`src/rtl/conv_window_feeder.sv`:
```
// conv_window_feeder: buffers two image rows, assembles 3x3 windows from a
// raster pixel stream and hands each window to the multiply/add unit, then
// forwards the returned result downstream.
module conv_window_feeder #(
  parameter int unsigned IMG_WIDTH  = 8,
  parameter int unsigned IMG_HEIGHT = 8
) (
  input  logic        clk,
  input  logic        rst,
  input  logic [3:0]  pixel_in,
  input  logic        pixel_valid,
  output logic        pixel_ready,
  input  logic        coeff_load,
  input  logic [35:0] coeff_data,
  output logic [35:0] coeff_out,
  output logic [35:0] sample_out,
  output logic        conv_en,
  input  logic [15:0] result_in,
  input  logic        result_ready_in,
  output logic [15:0] conv_result,
  output logic        conv_valid,
  output logic        frame_done
);

  localparam int unsigned PIX_W = 4;
  localparam int unsigned WIN_N = 9;
  localparam int unsigned XW    = $clog2(IMG_WIDTH);
  localparam int unsigned YW    = $clog2(IMG_HEIGHT);

  localparam logic [1:0] S_ACCEPT = 2'd0;
  localparam logic [1:0] S_ISSUE  = 2'd1;
  localparam logic [1:0] S_WAIT   = 2'd2;

  logic [1:0]       state;
  logic [1:0]       state_nxt;
  logic             conv_en_nxt;
  logic             conv_valid_nxt;
  logic             frame_done_nxt;

  logic [XW-1:0]    x;
  logic [YW-1:0]    y;
  logic             x_last;
  logic             y_last;
  logic             accept;
  logic             win_done;
  logic             last_win;

  logic [PIX_W-1:0] line1 [IMG_WIDTH];
  logic [PIX_W-1:0] line2 [IMG_WIDTH];
  logic [PIX_W-1:0] win     [WIN_N];
  logic [PIX_W-1:0] win_nxt [WIN_N];
  logic [35:0]      win_packed;

  // Ready is forced low while reset is asserted so no pixel is taken during reset
  assign pixel_ready = (state == S_ACCEPT) && !rst;
  assign accept      = pixel_valid && pixel_ready;
  assign x_last      = (x == XW'(IMG_WIDTH - 1));
  assign y_last      = (y == YW'(IMG_HEIGHT - 1));
  assign win_done    = accept && (x >= XW'(2)) && (y >= YW'(2));

  // Next window: shift left one column, new right column from line buffers and input
  always_comb begin
    win_nxt    = win;
    win_packed = '0;
    for (int r = 0; r < 3; r++) begin
      win_nxt[3*r]   = win[3*r+1];
      win_nxt[3*r+1] = win[3*r+2];
    end
    win_nxt[2] = line2[x];
    win_nxt[5] = line1[x];
    win_nxt[8] = pixel_in;
    for (int k = 0; k < WIN_N; k++) begin
      win_packed[4*k +: 4] = win_nxt[k];
    end
  end

  // FSM state register
  always_ff @(posedge clk) begin
    if (rst) state <= S_ACCEPT;
    else     state <= state_nxt;
  end

  // Next-state and strobe decode
  always_comb begin
    state_nxt      = state;
    conv_en_nxt    = 1'b0;
    conv_valid_nxt = 1'b0;
    frame_done_nxt = 1'b0;
    case (state)
      S_ACCEPT: begin
        if (win_done) begin
          state_nxt   = S_ISSUE;
          conv_en_nxt = 1'b1;
        end
      end
      S_ISSUE: state_nxt = S_WAIT;
      S_WAIT: begin
        if (result_ready_in) begin
          state_nxt      = S_ACCEPT;
          conv_valid_nxt = 1'b1;
          frame_done_nxt = last_win;
        end
      end
      default: state_nxt = S_ACCEPT;
    endcase
  end

  // Position counters, registered outputs and result capture
  always_ff @(posedge clk) begin
    if (rst) begin
      x           <= '0;
      y           <= '0;
      last_win    <= 1'b0;
      sample_out  <= '0;
      coeff_out   <= '0;
      conv_en     <= 1'b0;
      conv_valid  <= 1'b0;
      frame_done  <= 1'b0;
      conv_result <= '0;
    end else begin
      conv_en    <= conv_en_nxt;
      conv_valid <= conv_valid_nxt;
      frame_done <= frame_done_nxt;
      if (accept) begin
        if (x_last) begin
          x <= '0;
          y <= y_last ? '0 : y + YW'(1);
        end else begin
          x <= x + XW'(1);
        end
      end
      if (win_done) begin
        sample_out <= win_packed;
        last_win   <= x_last && y_last;
      end
      if ((state == S_WAIT) && result_ready_in) conv_result <= result_in;
      if ((state == S_ACCEPT) && coeff_load) coeff_out <= coeff_data;
    end
  end

  // Line buffers and window shift; contents need no reset since windows require y >= 2
  always_ff @(posedge clk) begin
    if (accept) begin
      line2[x] <= line1[x];
      line1[x] <= pixel_in;
      win      <= win_nxt;
    end
  end

endmodule

```
`config.mk`:
```
export PLATFORM = sky130hd
export DESIGN_NAME = conv_window_feeder
export DESIGN_NICKNAME = d
export VERILOG_FILES = /design/src/rtl/conv_window_feeder.sv
export SDC_FILE = /design/constraint.sdc
export NUM_CORES = 1
export LEC_CHECK = 0
export ABC_CLOCK_PERIOD_IN_PS = 3200
export CORE_MARGIN = 5
export CORE_UTILIZATION = 46
export CTS_CLUSTER_DIAMETER = 150
export DETAILED_ROUTE_END_ITERATION = 6
export PLACE_DENSITY = 0.78
export SYNTH_ARGS = -nofsm -noshare
export SYNTH_HDL_FRONTEND = slang
export SYNTH_SLANG_ARGS = --single-unit
```
`constraint.sdc`:
```
create_clock -name clk -period 3.2 [get_ports clk]
set_input_delay 0.96 -clock clk [delete_from_list [all_inputs] [get_ports clk]]
set_output_delay 0.96 -clock clk [all_outputs]
set_load 0.02 [all_outputs]
```
* Yosys cells after proc, flatten, opt, wreduce, memory -nomap -nowiden
Memories as Yosys holds them, arrays and structs flattened. A register that Yosys moved wholly into a read port is not among the register bits.
Index checks and enable logic that the tools add are counted.
** Word-level totals
- Memories :: 2
- Input port bits :: 61
- Word-level logic and storage cells :: 58
- Output and inout port bits :: 92
- Register bits after elaboration :: 124
- Bits in writable memories :: 64
** Memories
- line1 :: depth 8, bits a word 4, read ports 1, clocked after Yosys merged registers in 1, write ports 1, line 48 : logic [PIX_W-1:0] line1 [IMG_WIDTH];
- line2 :: depth 8, bits a word 4, read ports 1, clocked after Yosys merged registers in 1, write ports 1, line 49 : logic [PIX_W-1:0] line2 [IMG_WIDTH];
** Cells by class
- Add/sub/neg operators :: 2
- Multiplexer cells :: 13
- Reduce and logical (&&, ||, !) cells :: 14
- Eq/ne operators :: 6
- Order comparisons :: 2
- Bitwise gates (word level) :: 3
** Operator list (count)
- $mux W3 :: 6
- $logic_and A1 B1 Y1 :: 7
- $add A3 B1 Y3 const B :: 2
- $eq A3 B3 Y1 const B :: 2
- $ge A3 B2 Y1 const B :: 2
- $pmux W2 S3 :: 1
- $mux W1 :: 4
- $mux W2 :: 2
- $ne A2 B2 Y1 const B :: 2
- $reduce_and A2 Y1 :: 2
- $reduce_or A2 Y1 :: 2
- $not A1 Y1 :: 3
- $reduce_or A3 Y1 :: 1
- $eq A2 B1 Y1 const B :: 1
- $eq A2 B2 Y1 const B :: 1
- $logic_not A2 Y1 :: 1
- $logic_not A1 Y1 :: 1

* Longest topological paths before layout
- Word-level depth :: 7
- Depth in mapped cells :: 7
- Mapped depth without buffers :: 5

* Least setup slack after synthesis
Ideal clock, no wire load.
- Kind :: input -> register
- Start :: input port rst
- End :: memory line1[0][0] (enable)
- Stages on the path :: 5
- Library setup time :: 0.395 ns
- Setup slack :: 0.075 ns
- Buffers on the path :: 3
- Arrival :: 2.731 ns
- Cells stage by stage :: buf_2 > or4b_4 > buf_6 > clkbuf_1 > nor4_1
** On the way
- Word-level cells in the longest chain between the ends :: 5
** Ends and longest elaborated chain
- start, declared :: line 9 : input logic rst,
- $logic_not A1 Y1 :: line 55 : assign pixel_ready = (state == S_ACCEPT) && !rst;
- $logic_and A1 B1 Y1 :: line 55
- $logic_and A1 B1 Y1 :: line 56 : assign accept = pixel_valid && pixel_ready;
- $mux W1 :: line 143 : if (accept) begin
- $mux W1 (implied by the code) :: line 145 : line1[x] <= pixel_in;
- end, declared :: line 48
No other way between the ends.

* Final worst setup path
- Start :: input port rst
- End :: output port pixel_ready
** On the way
- Word-level cells in the longest chain between the ends :: 2
** Ends and longest elaborated chain
- $logic_not A1 Y1 :: line 55
- $logic_and A1 B1 Y1 :: line 55
- end, declared :: line 12 : output logic pixel_ready,
No other way between the ends.

==> impl_metrics.ini <==
[sta]
period_minus_slack_ns = 2.83
setup_tns_ns = 0
hold_violations = 0
timing.slew.headroom = 0.152
timing.final.ws_setup_ns = 0.366
rsz0062_at_grt = no
setup_viol = 0
slew_viol_final = 0
post-route-period-util = 0.886
worst_pin_slew_ns = 1.27
fmax_mhz = 353
clock_skew_ns = 0.00772

[job]
drv_cap = 0

[synth]
ys_ff_latch = 191
synth-edff-count = 88
netlist_area_sq_um = 7120
synth_area_per_cell_sq_um = 11.7
netlist_instances = 608
yosys_most_used_dff = dfxtp_1
synthArstFlopShare = 0
synth_cell_types = 31
yosysWarningCount = 0
ys_seq_area_frac = 0.661
syn_nets = 675

[cts]
numCtsBuffers = 17
ctsResizeCount = 0
clk_latency_ns = 0.42
cts_root_buf = clkbuf_16
clock_path_buffers = 2
tritoncts = built
h-tree-depth = 4
path_clk_slew_ns = 0.06
hold_buffers = 0
postCtsSetupBuffers = 0
cts_sinks = 191

[routing]
drt-initial-drc-count = 411
wl_per_cell_um = 17.8
drcViolationCount = 0
routed_via_density = 5.49
drtPass1Iterations = 5
antenna_left = 0
vias = 5213
wl_um = 16900

[cells_and_area]
fin_area_sq_um = 9440
final_common_cell = clkdlybuf4s50_1
drive_above_1_share = 0.0892
nNetsFinal = 816
area_growth_syn_to_layout_pct = 32.6
num_antenna_cells = 0
mostFrequentLayoutCells = clkdlybuf4s50_1 (151), nand2_1 (111), dfxtp_1 (103)

[hold_path]
hold_start = win[25]
hold_path_class = reg -> reg
hold_end = win[29]
hold_depth = 0

[worst_setup_path]
timing.rr.start = x[1]
start_kind = primary input
slowest_stage = clkdlybuf4s50_1
crit_chain = buf_2 > nor3_1 > clkdlybuf4s50_1
r2r-end = sample_out[8]
r2r_slack_ns = 0.87
worst_path_largest_cell_delay_ns = 0.64
crit_fanout = 4
reg2reg_depth = 4
required_ns = 2.24
critPathCaptureType = output port
critical_path_class = in -> out
crit_arrival_ns = 1.87

[grt]
grt_pass1_vias = 5155
grt_use_total = 0.188
antenna_found_initial = 0
grt-ovfl-total = 0
grt_pass1_wl_um = 27000
grt_max_degree = 62

[pwr]
switchingPower_mw = 1.11
combPwrFrac = 0.078
power.total_mw = 5.17
power.static_leakage_nw = 3.18
p_per_area_nw_per_um2 = 547
sw_frac_of_total = 0.214
p_clk_frac = 0.409
seqPwrFrac = 0.513
vdd_drop_max_mv = 0.485
internal_power_mw = 4.06

[floorplanning]
die_y_um = 134
fp-row-count = 45
core_sq_um = 15200
start_util = 0.468
die_w_um = 134
io_pins = 153
die_area_sq_um = 18100

[place]
gp_congestion = 0.799
post-place-ws_ns = 0.198
placed_area_sq_um = 8840
io_buffers = 152
dp_hpwl_um = 11700

[outcome]
status = finished, final reports clean
## worst max path at each step
stage / from / to / cells after the start
after floorplan: rst / line1[0][0] / 5
after global placement: pixel_valid / sample_out[23] / 5
after detailed placement: pixel_valid / sample_out[8] / 5
after CTS: rst / pixel_ready / 3
after global routing: rst / pixel_ready / 3
final: rst / pixel_ready / 3
## cell families (layout without fill, tap and decap cells)
logic type | after synthesis | in the layout | synth area share
adders and majority gates | 6 | 6 | 0.0105
muxes | 40 | 40 | 0.0703
buffers and inverters | 65 | 219 | 0.0380
and+or+nand+nor | 171 | 171 | 0.111
AOI/OAI and AO/OA | 135 | 135 | 0.110
DFF | 191 | 191 | 0.661
## layout make-up
class | instances | area, sq um
clock buffer | 21 | 460
clock inverter | 11 | 139
fill | 1142 | 5760
inverter | 13 | 48.8
multi-input combinational | 352 | 2160
sequential | 191 | 4700
tap | 188 | 235
timing repair buffer | 174 | 1690
## metal layers
layer	part of all wire	global-route usage	wire, um
met1	0.41	0.238	6970
met2	0.51	0.305	8570
met3	0.056	0.0536	943
met4	0.027	0.0781	460
met5	0	0	0
## worst max-delay path, delay by kind of cell
kind / cells / cell delay, ns
buffers and inverters: 2 / 0.76
AND/OR/NAND/NOR: 1 / 0.16
## flip-flops by register name, summed over array words and instances, names as in the netlist, 2 cells and up, named ones only
name and cells:
coeff_out 36, conv_result 16, line1 32, line2 32
sample_out 36, state 2, win 24, x 3
y 3
## Yosys cell counts (3+ instances only)
cell,number,area (sq um)
nand2_1,111,417
a21oi_1,86,430
mux4_2,8,180
buf_2,9,45.0
o31ai_1,29,218
edfxtp_1,88,2640
dfxtp_1,103,2060
nor2_1,6,22.5
nor3_1,8,40.0
clkbuf_1,41,154
or3_1,3,18.8
mux2i_1,32,320
a211oi_1,9,67.6
o21ai_0,3,15.0
a31oi_1,8,50.1
nand4_1,28,175
ha_1,6,75.1
inv_1,12,45.0
## through the flow
stage | utilization | hold slack, ns | cells
floorplan | - | 0.426 | 608
global placement | 0.582 | 0.433 | 918
detailed placement | 0.582 | 0.434 | 918
CTS | 0.621 | 0.450 | 950
global route | 0.621 | 0.469 | 950
finish | 0.621 | 0.450 | 950
## power by group through the flow
stage | sequential, mW | combinational [mW] | clock [mW]
detailed placement | 2.70 | 0.402 | 0
global route | 2.65 | 0.433 | 2.27
CTS | 2.65 | 0.404 | 2.15
floorplan | 2.72 | 0.182 | 0
finish | 2.65 | 0.403 | 2.12
global placement | 2.70 | 0.391 | 0
No activity file was read; power rests on OpenSTA's default activity.
